===== src/rtl/linebuf_2_if.sv =====
// Row-in / window-out bus of the 4-row line buffer.
// The upstream producer drives rows; the buffer drives the window side.
interface linebuf_2_if #(
    parameter int COLS  = 20,
    parameter int PIX_W = 8
);
    logic [COLS*PIX_W-1:0]   row_i;
    logic                    row_valid_i;
    logic                    row_ready_o;
    logic [COLS*4*PIX_W-1:0] win_o;
    logic                    win_valid_o;
    logic                    frame_done_o;

    modport master (
        output row_i, row_valid_i,
        input  row_ready_o, win_o, win_valid_o, frame_done_o
    );

    modport slave (
        input  row_i, row_valid_i,
        output row_ready_o, win_o, win_valid_o, frame_done_o
    );
endinterface


===== src/rtl/linebuf_2.sv =====
// 4-row sliding window buffer: fills 4 rows, holds each window for HOLD_CYC
// cycles, then slides down by 2 rows until the frame's last window.
module linebuf_2 #(
    parameter int COLS       = 20,
    parameter int PIX_W      = 8,
    parameter int FRAME_ROWS = 20,
    parameter int HOLD_CYC   = 18
) (
    input logic        clk,
    input logic        rst_n,
    linebuf_2_if.slave bus
);
    localparam int ROW_W    = COLS * PIX_W;
    localparam int WIN_LAST = FRAME_ROWS / 2 - 2;
    localparam int HC_W     = (HOLD_CYC > 1) ? $clog2(HOLD_CYC) : 1;
    localparam int WI_W     = (WIN_LAST > 0) ? $clog2(WIN_LAST + 1) : 1;
    localparam logic [HC_W-1:0] HOLD_MAX = HC_W'(HOLD_CYC - 1);
    localparam logic [WI_W-1:0] WIN_MAX  = WI_W'(WIN_LAST);

    typedef enum logic [1:0] {
        S_FILL,
        S_HOLD,
        S_REFILL
    } state_t;

    state_t          state, state_nxt;
    logic [1:0]      row_cnt, row_cnt_nxt;
    logic [HC_W-1:0] hold_cnt, hold_cnt_nxt;
    logic [WI_W-1:0] win_idx, win_idx_nxt;
    logic            win_valid_q, win_valid_nxt;
    logic            frame_done_q, frame_done_nxt;
    logic            row_ready;
    logic            accept;
    logic [ROW_W-1:0] win_r [4];

    assign row_ready        = (state != S_HOLD);
    assign accept           = bus.row_valid_i && row_ready;
    assign bus.row_ready_o  = row_ready;
    assign bus.win_valid_o  = win_valid_q;
    assign bus.frame_done_o = frame_done_q;

    always_comb begin
        state_nxt      = state;
        row_cnt_nxt    = row_cnt;
        hold_cnt_nxt   = hold_cnt;
        win_idx_nxt    = win_idx;
        win_valid_nxt  = win_valid_q;
        frame_done_nxt = 1'b0;
        unique case (state)
            S_FILL, S_REFILL: begin
                if (accept) begin
                    // FILL needs 4 fresh rows, REFILL only 2 to slide the window
                    if ((state == S_FILL   && row_cnt == 2'd3) ||
                        (state == S_REFILL && row_cnt == 2'd1)) begin
                        state_nxt     = S_HOLD;
                        row_cnt_nxt   = '0;
                        hold_cnt_nxt  = '0;
                        win_valid_nxt = 1'b1;
                    end else begin
                        row_cnt_nxt = row_cnt + 2'd1;
                    end
                end
            end
            S_HOLD: begin
                if (hold_cnt == HOLD_MAX) begin
                    win_valid_nxt = 1'b0;
                    if (win_idx < WIN_MAX) begin
                        state_nxt   = S_REFILL;
                        win_idx_nxt = win_idx + 1'b1;
                    end else begin
                        state_nxt      = S_FILL;
                        frame_done_nxt = 1'b1;
                        win_idx_nxt    = '0;
                        row_cnt_nxt    = '0;
                    end
                end else begin
                    hold_cnt_nxt = hold_cnt + 1'b1;
                end
            end
            default: state_nxt = S_FILL;
        endcase
    end

    always_ff @(posedge clk or negedge rst_n) begin
        if (!rst_n) begin
            state        <= S_FILL;
            row_cnt      <= '0;
            hold_cnt     <= '0;
            win_idx      <= '0;
            win_valid_q  <= 1'b0;
            frame_done_q <= 1'b0;
            for (int unsigned r = 0; r < 4; r++) begin
                win_r[r] <= '0;
            end
        end else begin
            state        <= state_nxt;
            row_cnt      <= row_cnt_nxt;
            hold_cnt     <= hold_cnt_nxt;
            win_idx      <= win_idx_nxt;
            win_valid_q  <= win_valid_nxt;
            frame_done_q <= frame_done_nxt;
            if (accept) begin
                win_r[0] <= win_r[1];
                win_r[1] <= win_r[2];
                win_r[2] <= win_r[3];
                win_r[3] <= bus.row_i;
            end
        end
    end

    // Column-major window layout: the 4 rows of a column sit side by side.
    always_comb begin
        bus.win_o = '0;
        for (int unsigned c = 0; c < COLS; c++) begin
            for (int unsigned r = 0; r < 4; r++) begin
                bus.win_o[c*4*PIX_W + r*PIX_W +: PIX_W] = win_r[r][c*PIX_W +: PIX_W];
            end
        end
    end
endmodule


===== src/flat_wrapper.sv =====
// flat-port wrapper written by rule: the top's interface ports become plain ports
module linebuf_2_flat 
#(
    parameter int COLS       = 20,
    parameter int PIX_W      = 8,
    parameter int FRAME_ROWS = 20,
    parameter int HOLD_CYC   = 18
)
  (clk, rst_n, bus_row_i, bus_row_valid_i, bus_row_ready_o, bus_win_o, bus_win_valid_o, bus_frame_done_o);
  linebuf_2_if #(.COLS(COLS), .PIX_W(PIX_W)) bus_i ();
  input logic clk;
  input logic rst_n;
  input wire logic [$bits(bus_i.row_i)-1:0] bus_row_i;
  input wire logic [$bits(bus_i.row_valid_i)-1:0] bus_row_valid_i;
  output wire logic [$bits(bus_i.row_ready_o)-1:0] bus_row_ready_o;
  output wire logic [$bits(bus_i.win_o)-1:0] bus_win_o;
  output wire logic [$bits(bus_i.win_valid_o)-1:0] bus_win_valid_o;
  output wire logic [$bits(bus_i.frame_done_o)-1:0] bus_frame_done_o;
  assign bus_i.row_i = bus_row_i;
  assign bus_i.row_valid_i = bus_row_valid_i;
  assign bus_row_ready_o = bus_i.row_ready_o;
  assign bus_win_o = bus_i.win_o;
  assign bus_win_valid_o = bus_i.win_valid_o;
  assign bus_frame_done_o = bus_i.frame_done_o;
  linebuf_2 #(.COLS(COLS), .PIX_W(PIX_W), .FRAME_ROWS(FRAME_ROWS), .HOLD_CYC(HOLD_CYC)) u_core (.clk(clk), .rst_n(rst_n), .bus(bus_i));
endmodule

===== config.mk =====
export PLATFORM = sky130hd
export DESIGN_NAME = linebuf_2_flat
export DESIGN_NICKNAME = d
export VERILOG_FILES = /design/src/rtl/linebuf_2_if.sv /design/src/rtl/linebuf_2.sv /design/src/flat_wrapper.sv
export SDC_FILE = /design/constraint.sdc
export NUM_CORES = 1
export LEC_CHECK = 0
export BUFFER_PORTS_ARGS = -buffer_cell sky130_fd_sc_hd__buf_2
export CORE_AREA = 2 2 317 319
export DETAILED_ROUTE_END_ITERATION = 10
export DIE_AREA = 0 0 319 321
export PLACE_DENSITY = 0.56
export SYNTH_ARGS = -nofsm -noshare
export SYNTH_HDL_FRONTEND = slang
export SYNTH_SLANG_ARGS = --single-unit

===== constraint.sdc =====
create_clock -name clk -period 4.4 [get_ports clk]
set_input_delay 0.22 -clock clk [delete_from_list [all_inputs] [get_ports clk]]
set_output_delay 0.22 -clock clk [all_outputs]
set_load 0.01 [all_outputs]

==> flow_summary.toml, run 1 <==
[place]
numPortBuffers = 805
routabilityCongestion = 0.838
postPlaceCellArea_mm2 = 0.0324
place_hpwl_mm = 52.9

[synth]
synthDistinctLibCells = 34
syn_avg_cell_area_um2 = 19.4
seq_area_frac_synth_pct = 59.3
synth_warnings = 0
synth_top_cell_by_area = "dfrtp_1"
ys_async_sr_fraction_pct = 100
synthCells = 1427
ys_ff_latch = 655
synthTopCellsByArea = "dfrtp_1, mux2_4, buf_12"
netlist_area_mm2 = 0.0276
synth_edf_count = 0
synthFlopType = "dfrtp_1"
synth_top_area_share_pct = 59.3
ys_top_cells_by_count = "dfrtp_1, mux2_4, buf_12"
syn_nets = 1595
synth.most_common_cell = "dfrtp_1"

[sta]
tightest_slew_ns = 0.983
rsz0062_at_grt = "false"
fmaxAchievable_mhz = 387
finalSetupViolations = 0
drv_slew = 0
min_period_over_period_pct = 58.7
whs_ns = 0.239
hold_viol_final = 0
setup_tns_ns = 0
skew_ns = 0.0202
period_minus_slack_ns = 2.58
relSlewSlack_pct = 34.5

[power]
p_switching_w = 0.0109
p_seq_share_pct = 37.9
internal_power_w = 0.0206
pwr-share-comb_pct = 42.1
swShare_pct = 34.5
p_per_area_mw_per_mm2 = 864
leakagePower_nw = 18.8
clkPwrFrac_pct = 19.9
ir_drop_mv = 0.423

[global_route]
grt_max_degree = 117
grt.overflow.total = 0
grtUsageTotal_pct = 13.9
antenna_found_initial = 0
first_global_vias = 17088
grt_pass1_wl_mm = 110

[detailed_routing]
num_vias = 15774
routed_wl_mm = 73.4
drtIter0Drc = 798
drcViolationCount = 0
routed_via_density = 4.17
first_pass_iters = 4
postRouteAntennaNets = 0
wl_per_cell_um = 19.4

[final_layout]
nFillCells = 9400
layout-drive-gt1-share_pct = 64.3
n_antenna_cell = 0
syn2layout_area_growth_pct = 32.0
fin_nets = 2601
stdcell_area_mm2 = 0.0365

[min_path]
hold_path_class = "in2async"

[worst_setup_path]
startpoint_type = "flop"
required_ns = 4.91
cp.arrival_ns = 3.10
crit_path_cell_trace = "nor2b_4 -> inv_4 -> nand2_8 -> buf_12 -> mux2_4"
crit_path_top_delay_cell = "nand2_8"
cpPeakStageDelay_ns = 0.67
cp_max_fo = 75
worstSetupEndpointType = "flop"
crit_type = "reg2reg"

[floorplan]
die_h_um = 321
die_w_um = 319
start_util_pct = 27.8
core_area_mm2 = 0.0993
io_pins = 806
die_area_mm2 = 0.102
rows = 116

[clock_tree]
clk_path_buf_depth = 3
clock_sinks = 655
cts_setup_buffers = 0
clkTransAtPathRegs_ns = 0.06
cts_made_buffers = 73
cts_max_level = 3
clk-insertion-delay-late_ns = 0.63
cts_resized = 0
cts-root-buf = "clkbuf_16"
cts_tree = "yes"

[status]
outcome = "finished, final reports clean"

[flow_run]
maxCapViolCount = 0
==> cells in the final DEF (no fill, tap or decap), types with 12 or more instances in the layout <==
cell type / instances
buf_4: 21
clkbuf_16: 76
buf_12: 14
mux2_4: 600
mux2_2: 40
clkbuf_8: 12
dfrtp_1: 655
buf_2: 804
clkbuf_1: 12
dlygate4sd3_1: 162
==> state kept, by name (all words and copies together) (netlist names) <==
| name | count |
|---|---|
| u_core.bus.frame_done_o | 1 |
| u_core.bus.win_o | 640 |
| u_core.bus.win_valid_o | 1 |
| u_core.hold_cnt | 5 |
| u_core.row_cnt | 2 |
| u_core.state | 2 |
| u_core.win_idx | 4 |
==> path summary, 6_finish.rpt <==
path                                   startpoint                     end  slack (ns)  cells after the start
max                               u_core.state[0]    u_core.bus.win_o[31]        1.82                      5
min                                         rst_n     u_core.bus.win_o[5]        0.24                      2
max reg2reg                       u_core.state[0]    u_core.bus.win_o[31]        1.82                      5
min reg2reg                u_core.bus.win_valid_o  u_core.bus.win_valid_o        0.49                      1
max in group asynchronous                   rst_n   u_core.bus.win_o[286]        2.89                      3
min in group clk                   bus_row_i[120]   u_core.bus.win_o[504]        0.35                      3
==> what timing repair did <==
item	in CTS	in global routing
hold endpoints to repair	246	0
endpoints found under the setup margin	0	0
hold buffers	162	0
==> cell families after synthesis <==
kind of cell             synth area share, %
AND/OR/NAND/NOR                        0.616
adder cells (fa/ha/maj)                0.226
AO/OA/AOI/OAI                          0.430
flip-flops                              59.3
XOR/XNOR                              0.0634
multiplexers                            34.3
buffers and inverters                   5.03
==> layer usage <==
layer,vias up,global-route usage [%],share of wire (%)
li1,7059,-,-
met5,-,0,0
met2,507,23.5,50
met4,0,6.01,3.4
met3,120,2.98,5.1
met1,8088,17.1,41
==> critical path, delay by kind of cell (launching register included) <==
kind          cells  cell delay, ns
simple gates      2            0.91
mux               1            0.35
flops             1            0.45
buf+inv           2            0.59
==> final cells by class <==
type	count	area, um2	area share (%)
Inverter	8	32.5	0.0892
Multi-Input combinational cell	693	9850	27.0
Timing Repair Buffer	1002	6100	16.7
Sequential cell	655	16400	45.0
Clock buffer	100	2110	5.79
Tap cell	1298	1620	4.45
Clock inverter	26	353	0.968
==> power by group through the flow <==
stage               Clock [W]  Combinational, W  Sequential, W
detailed placement          0            0.0133         0.0120
global route          0.00672            0.0140         0.0124
floorplan                   0           0.00766         0.0127
global placement            0            0.0131         0.0118
CTS                   0.00649            0.0134         0.0120
finish                0.00627            0.0133         0.0120
==> stage by stage <==
stage	utilization (%)	total power, W	setup WS (ns)	cells
after floorplan	-	0.0203	2.86	1427
after global placement	32.6	0.0250	1.89	3494
after detailed placement	32.6	0.0253	1.82	3494
after CTS	36.7	0.0319	1.81	3782
after global routing	36.7	0.0331	1.70	3782
final	36.7	0.0315	1.82	3782
No activity file was read; power rests on OpenSTA's default activity.
==> run 2, diff against run 1 <==
PLACE_DENSITY = 0.58   (was 0.56)
clock period = 2.3 ns   (was 4.4 ns; I/O delays follow)
==> flow_summary.toml, run 2 (synthesized netlist as in run 1, its figures left out) <==
[worst_setup_path]
worstSetupEndpointType = "flop"
cp.arrival_ns = 2.49
cp_max_fo = 39
critPathLaunch = "u_core.state[1]"
rr_startpoint = "u_core.state[1]"
crit_type = "reg2reg"
rr_endpoint = "u_core.bus.win_o[559]"
r2r.worst_path.cells = 6
startpoint_type = "flop"
required_ns = 2.79
r2r_slack_ns = 0.30

[clock_tree]
cts_made_buffers = 74
clkTransAtPathRegs_ns = 0.06
cts_max_level = 3
cts_setup_buffers = 0
cts_tree = "yes"
clock_sinks = 655
clk_path_buf_depth = 3
clk-insertion-delay-late_ns = 0.63
cts-root-buf = "clkbuf_16"
cts_resized = 0

[final_layout]
largest_reg_flops = 640
final_common_cell = "buf_2"
stdcell_area_mm2 = 0.0369
syn2layout_area_growth_pct = 33.7
final_cell_mix = "buf_2, dfrtp_1, mux2_4"
fin_nets = 2633
n_antenna_cell = 0
layout-drive-gt1-share_pct = 65.0

[detailed_routing]
drtIter0Drc = 689
postRouteAntennaNets = 0
routed_wl_mm = 74.1
first_pass_iters = 4
drcViolationCount = 0
num_vias = 16145
routed_via_density = 4.23
wl_per_cell_um = 19.4

[global_route]
grtUsageTotal_pct = 14.0
grt_max_degree = 78
grt.overflow.total = 0
first_global_vias = 17407
antenna_found_initial = 2
grt_pass1_wl_mm = 111

[floorplan]
die_w_um = 319
rows = 116
io_pins = 806
start_util_pct = 27.8
core_area_mm2 = 0.0993
die_area_mm2 = 0.102
die_h_um = 321

[place]
routabilityCongestion = 0.837
postPlaceCellArea_mm2 = 0.0327
numPortBuffers = 805
place_hpwl_mm = 54.9

[power]
p_per_area_mw_per_mm2 = 1650
leakagePower_nw = 19.0
ir_drop_mv = 0.764

[sta]
tightest_slew_ns = 0.714
min_period_over_period_pct = 86.8
finalSetupViolations = 0
hold_viol_final = 0
period_minus_slack_ns = 2.00
rsz0062_at_grt = "false"
relSlewSlack_pct = 52.4
fmaxAchievable_mhz = 501
setup_tns_ns = 0
drv_slew = 0
skew_ns = 0.0285

[flow_run]
maxCapViolCount = 0

[min_path]
hold_path_class = "in2async"

[status]
outcome = "finished, final reports clean"
[run 2: cell types whose count changed in the layout (fill, tap and decap cells not counted), sizes merged]
cell and change:
buf +31, inv -2, clkinvlp -2, clkinv +4, clkbuf +6, bufinv +2
[run 2: power by group]
group / internal [W] / switching [W]
Sequential: 0.0176 / 0.00527
Combinational: 0.0149 / 0.0107
Clock: 0.00766 / 0.00484
[run 2: how the worst max path moves through the flow]
stage,slack [ns],depth (start not counted),end
2_1_floorplan,0.76,6,u_core.bus.win_o[0]
3_3_place_gp,0.37,6,u_core.bus.win_o[5]
3_5_place_dp,0.32,6,u_core.bus.win_o[559]
4_1_cts,0.30,6,u_core.bus.win_o[559]
5_1_grt,0.23,6,u_core.bus.win_o[559]
6_report,0.30,6,u_core.bus.win_o[559]
[run 2: what timing repair did]
item	4_1_cts	5_1_grt
hold buffers	162	0
endpoints found under the setup margin	0	0
endpoints found under the hold margin	359	0
[run 2: area by class of cell]
cell class,instances,area [um2]
fillers,9378,62300
flip-flops and latches,655,16400
multi-input cells,693,9850
inverters,8,32.5
well taps,1298,1620
clock inverters,28,389
repair buffers,1033,6420
clock buffers,106,2230
[run 2: worst max-delay path, cell delays in order, from the launching register on]
cell and delay [ns]:
dfrtp_1 0.48, nor2b_4 0.21, inv_4 0.10, nand2_8 0.12, buf_12 0.27, buf_12 0.29, mux2_4 0.33
[run 2: layer usage]
metal / part of all wire [%] / global-route usage, %
met1: 41 / 16.9
met2: 50 / 23.7
met3: 5.7 / 3.38
met4: 3.4 / 6.14
met5: 0.018 / 0
[run 2: metrics by stage]
step | hold WS (ns) | util, % | setup WS (ns) | total power, W | cells
2_1_floorplan | -0.181 | - | 0.757 | 0.0389 | 1427
3_3_place_gp | 0.161 | 32.9 | 0.374 | 0.0479 | 3525
3_5_place_dp | 0.166 | 32.9 | 0.320 | 0.0486 | 3525
4_1_cts | 0.0386 | 37.2 | 0.304 | 0.0617 | 3821
5_1_grt | 0.0944 | 37.2 | 0.231 | 0.0640 | 3821
6_report | 0.0917 | 37.2 | 0.305 | 0.0610 | 3821
==> run 3, diff against run 2 <==
PLACE_DENSITY = 0.56   (was 0.58)
==> flow_summary.toml, run 3 (synthesized netlist as in run 1, its figures left out) <==
[status]
outcome = "finished, final reports clean"

[detailed_routing]
met3WireLength_mm = 3.97
postRouteAntennaNets = 0
routed_wl_mm = 74.9
top_layer = "met4"
wl_per_cell_um = 19.5
dr_wl_met2_mm = 37.5
first_pass_iters = 4
drtIter0Drc = 642
num_vias = 16057
routed_via_density = 4.18
drcViolationCount = 0
drt-met1-wl_mm = 30.7

[worst_setup_path]
cp_top_family = "buffers and inverters"
startpoint_type = "flop"
cpPeakStageDelay_ns = 0.52
crit_path_top_delay_cell = "buf_4"
worstSetupEndpointType = "flop"
crit_type = "reg2reg"
required_ns = 2.80
crit_path_cell_trace = "nor2b_4 -> inv_4 -> nand2_8 -> buf_4 -> mux2_4"
cp.arrival_ns = 2.56
cp_max_fo = 29
crit_buf_inv = 2

[sta]
finalSetupViolations = 0
min_period_over_period_pct = 89.8
fmaxAchievable_mhz = 484
rsz0062_at_grt = "false"
tightest_slew_ns = 0.796
drv_slew = 0
skew_ns = 0.0192
period_minus_slack_ns = 2.06
hold_viol_final = 0
setup_tns_ns = 0
relSlewSlack_pct = 47.0

[place]
postPlaceCellArea_mm2 = 0.0328
place_hpwl_mm = 55.4
numPortBuffers = 805
routabilityCongestion = 0.832

[global_route]
grt_max_degree = 78
grt.overflow.total = 0
first_global_vias = 17475
grt_pass1_wl_mm = 113
antenna_found_initial = 2
grtUsageTotal_pct = 14.2

[flow_run]
maxCapViolCount = 0

[clock_tree]
clkTransAtPathRegs_ns = 0.06
cts_setup_buffers = 0
cts-root-buf = "clkbuf_16"
cts_tree = "yes"
cts_made_buffers = 77
clock_sinks = 655
cts_max_level = 3
clk_path_buf_depth = 3
clk-insertion-delay-late_ns = 0.62

[final_layout]
fin_nets = 2651
final_common_cell = "buf_2"
layout-drive-gt1-share_pct = 65.1
largest_reg_flops = 640
syn2layout_area_growth_pct = 33.9
n_antenna_cell = 0
final_cell_mix = "buf_2, dfrtp_1, mux2_4"
stdcell_area_mm2 = 0.0370

[floorplan]
core_area_mm2 = 0.0993
die_area_mm2 = 0.102
io_pins = 806
die_w_um = 319
rows = 116
die_h_um = 321
start_util_pct = 27.8

[min_path]
hold_path_class = "in2async"

[power]
ir_drop_mv = 0.758
leakagePower_nw = 19.1
p_per_area_mw_per_mm2 = 1640
[run 3: layer usage]
metal / GRT usage, % / vias to the layer above
li1: - / 7163
met1: 17.1 / 8213
met2: 24.4 / 544
met3: 3.37 / 137
met4: 5.63 / 0
met5: 0 / -
[run 3: cell type report]
cell class	count	area, um2
well taps	1298	1620
flip-flops and latches	655	16400
multi-input cells	693	9850
clock buffers	111	2280
repair buffers	1048	6570
inverters	8	32.5
clock inverters	27	259
fillers	9468	62300
[run 3: through the flow]
stage	hold slack (ns)	cells	utilization [%]	total power [W]	worst slack, ns
after CTS	0.111	3840	37.3	0.0615	0.239
after detailed placement	0.215	3540	33.1	0.0488	0.246
after floorplan	-0.181	1427	-	0.0389	0.757
after global routing	0.137	3840	37.3	0.0639	0.143
final	0.128	3840	37.3	0.0608	0.235
after global placement	0.208	3540	33.1	0.0482	0.292
[run 3: where the power goes]
group          total [W]  switching, W  internal, W
sequential        0.0230       0.00541       0.0176
clock             0.0121       0.00487      0.00724
combinational     0.0257        0.0107       0.0150
total             0.0608        0.0210       0.0398
[run 3: final timing paths]
path                                        start                      end  slack, ns  depth (start not counted)
max                               u_core.state[0]    u_core.bus.win_o[224]       0.24                          5
min                                         rst_n     u_core.bus.win_o[37]       0.13                          2
max reg2reg                       u_core.state[0]    u_core.bus.win_o[224]       0.24                          5
min reg2reg                u_core.bus.win_valid_o   u_core.bus.win_valid_o       0.49                          1
max in group asynchronous                   rst_n  u_core.bus.frame_done_o       1.30                          3
min in group clk                    bus_row_i[48]    u_core.bus.win_o[216]       0.25                          3
[run 3: repair_timing]
action	4_1_cts	5_1_grt
endpoints found under the hold margin	210	0
hold buffers	162	0
endpoints found under the setup margin	0	0
resized for setup	0	0
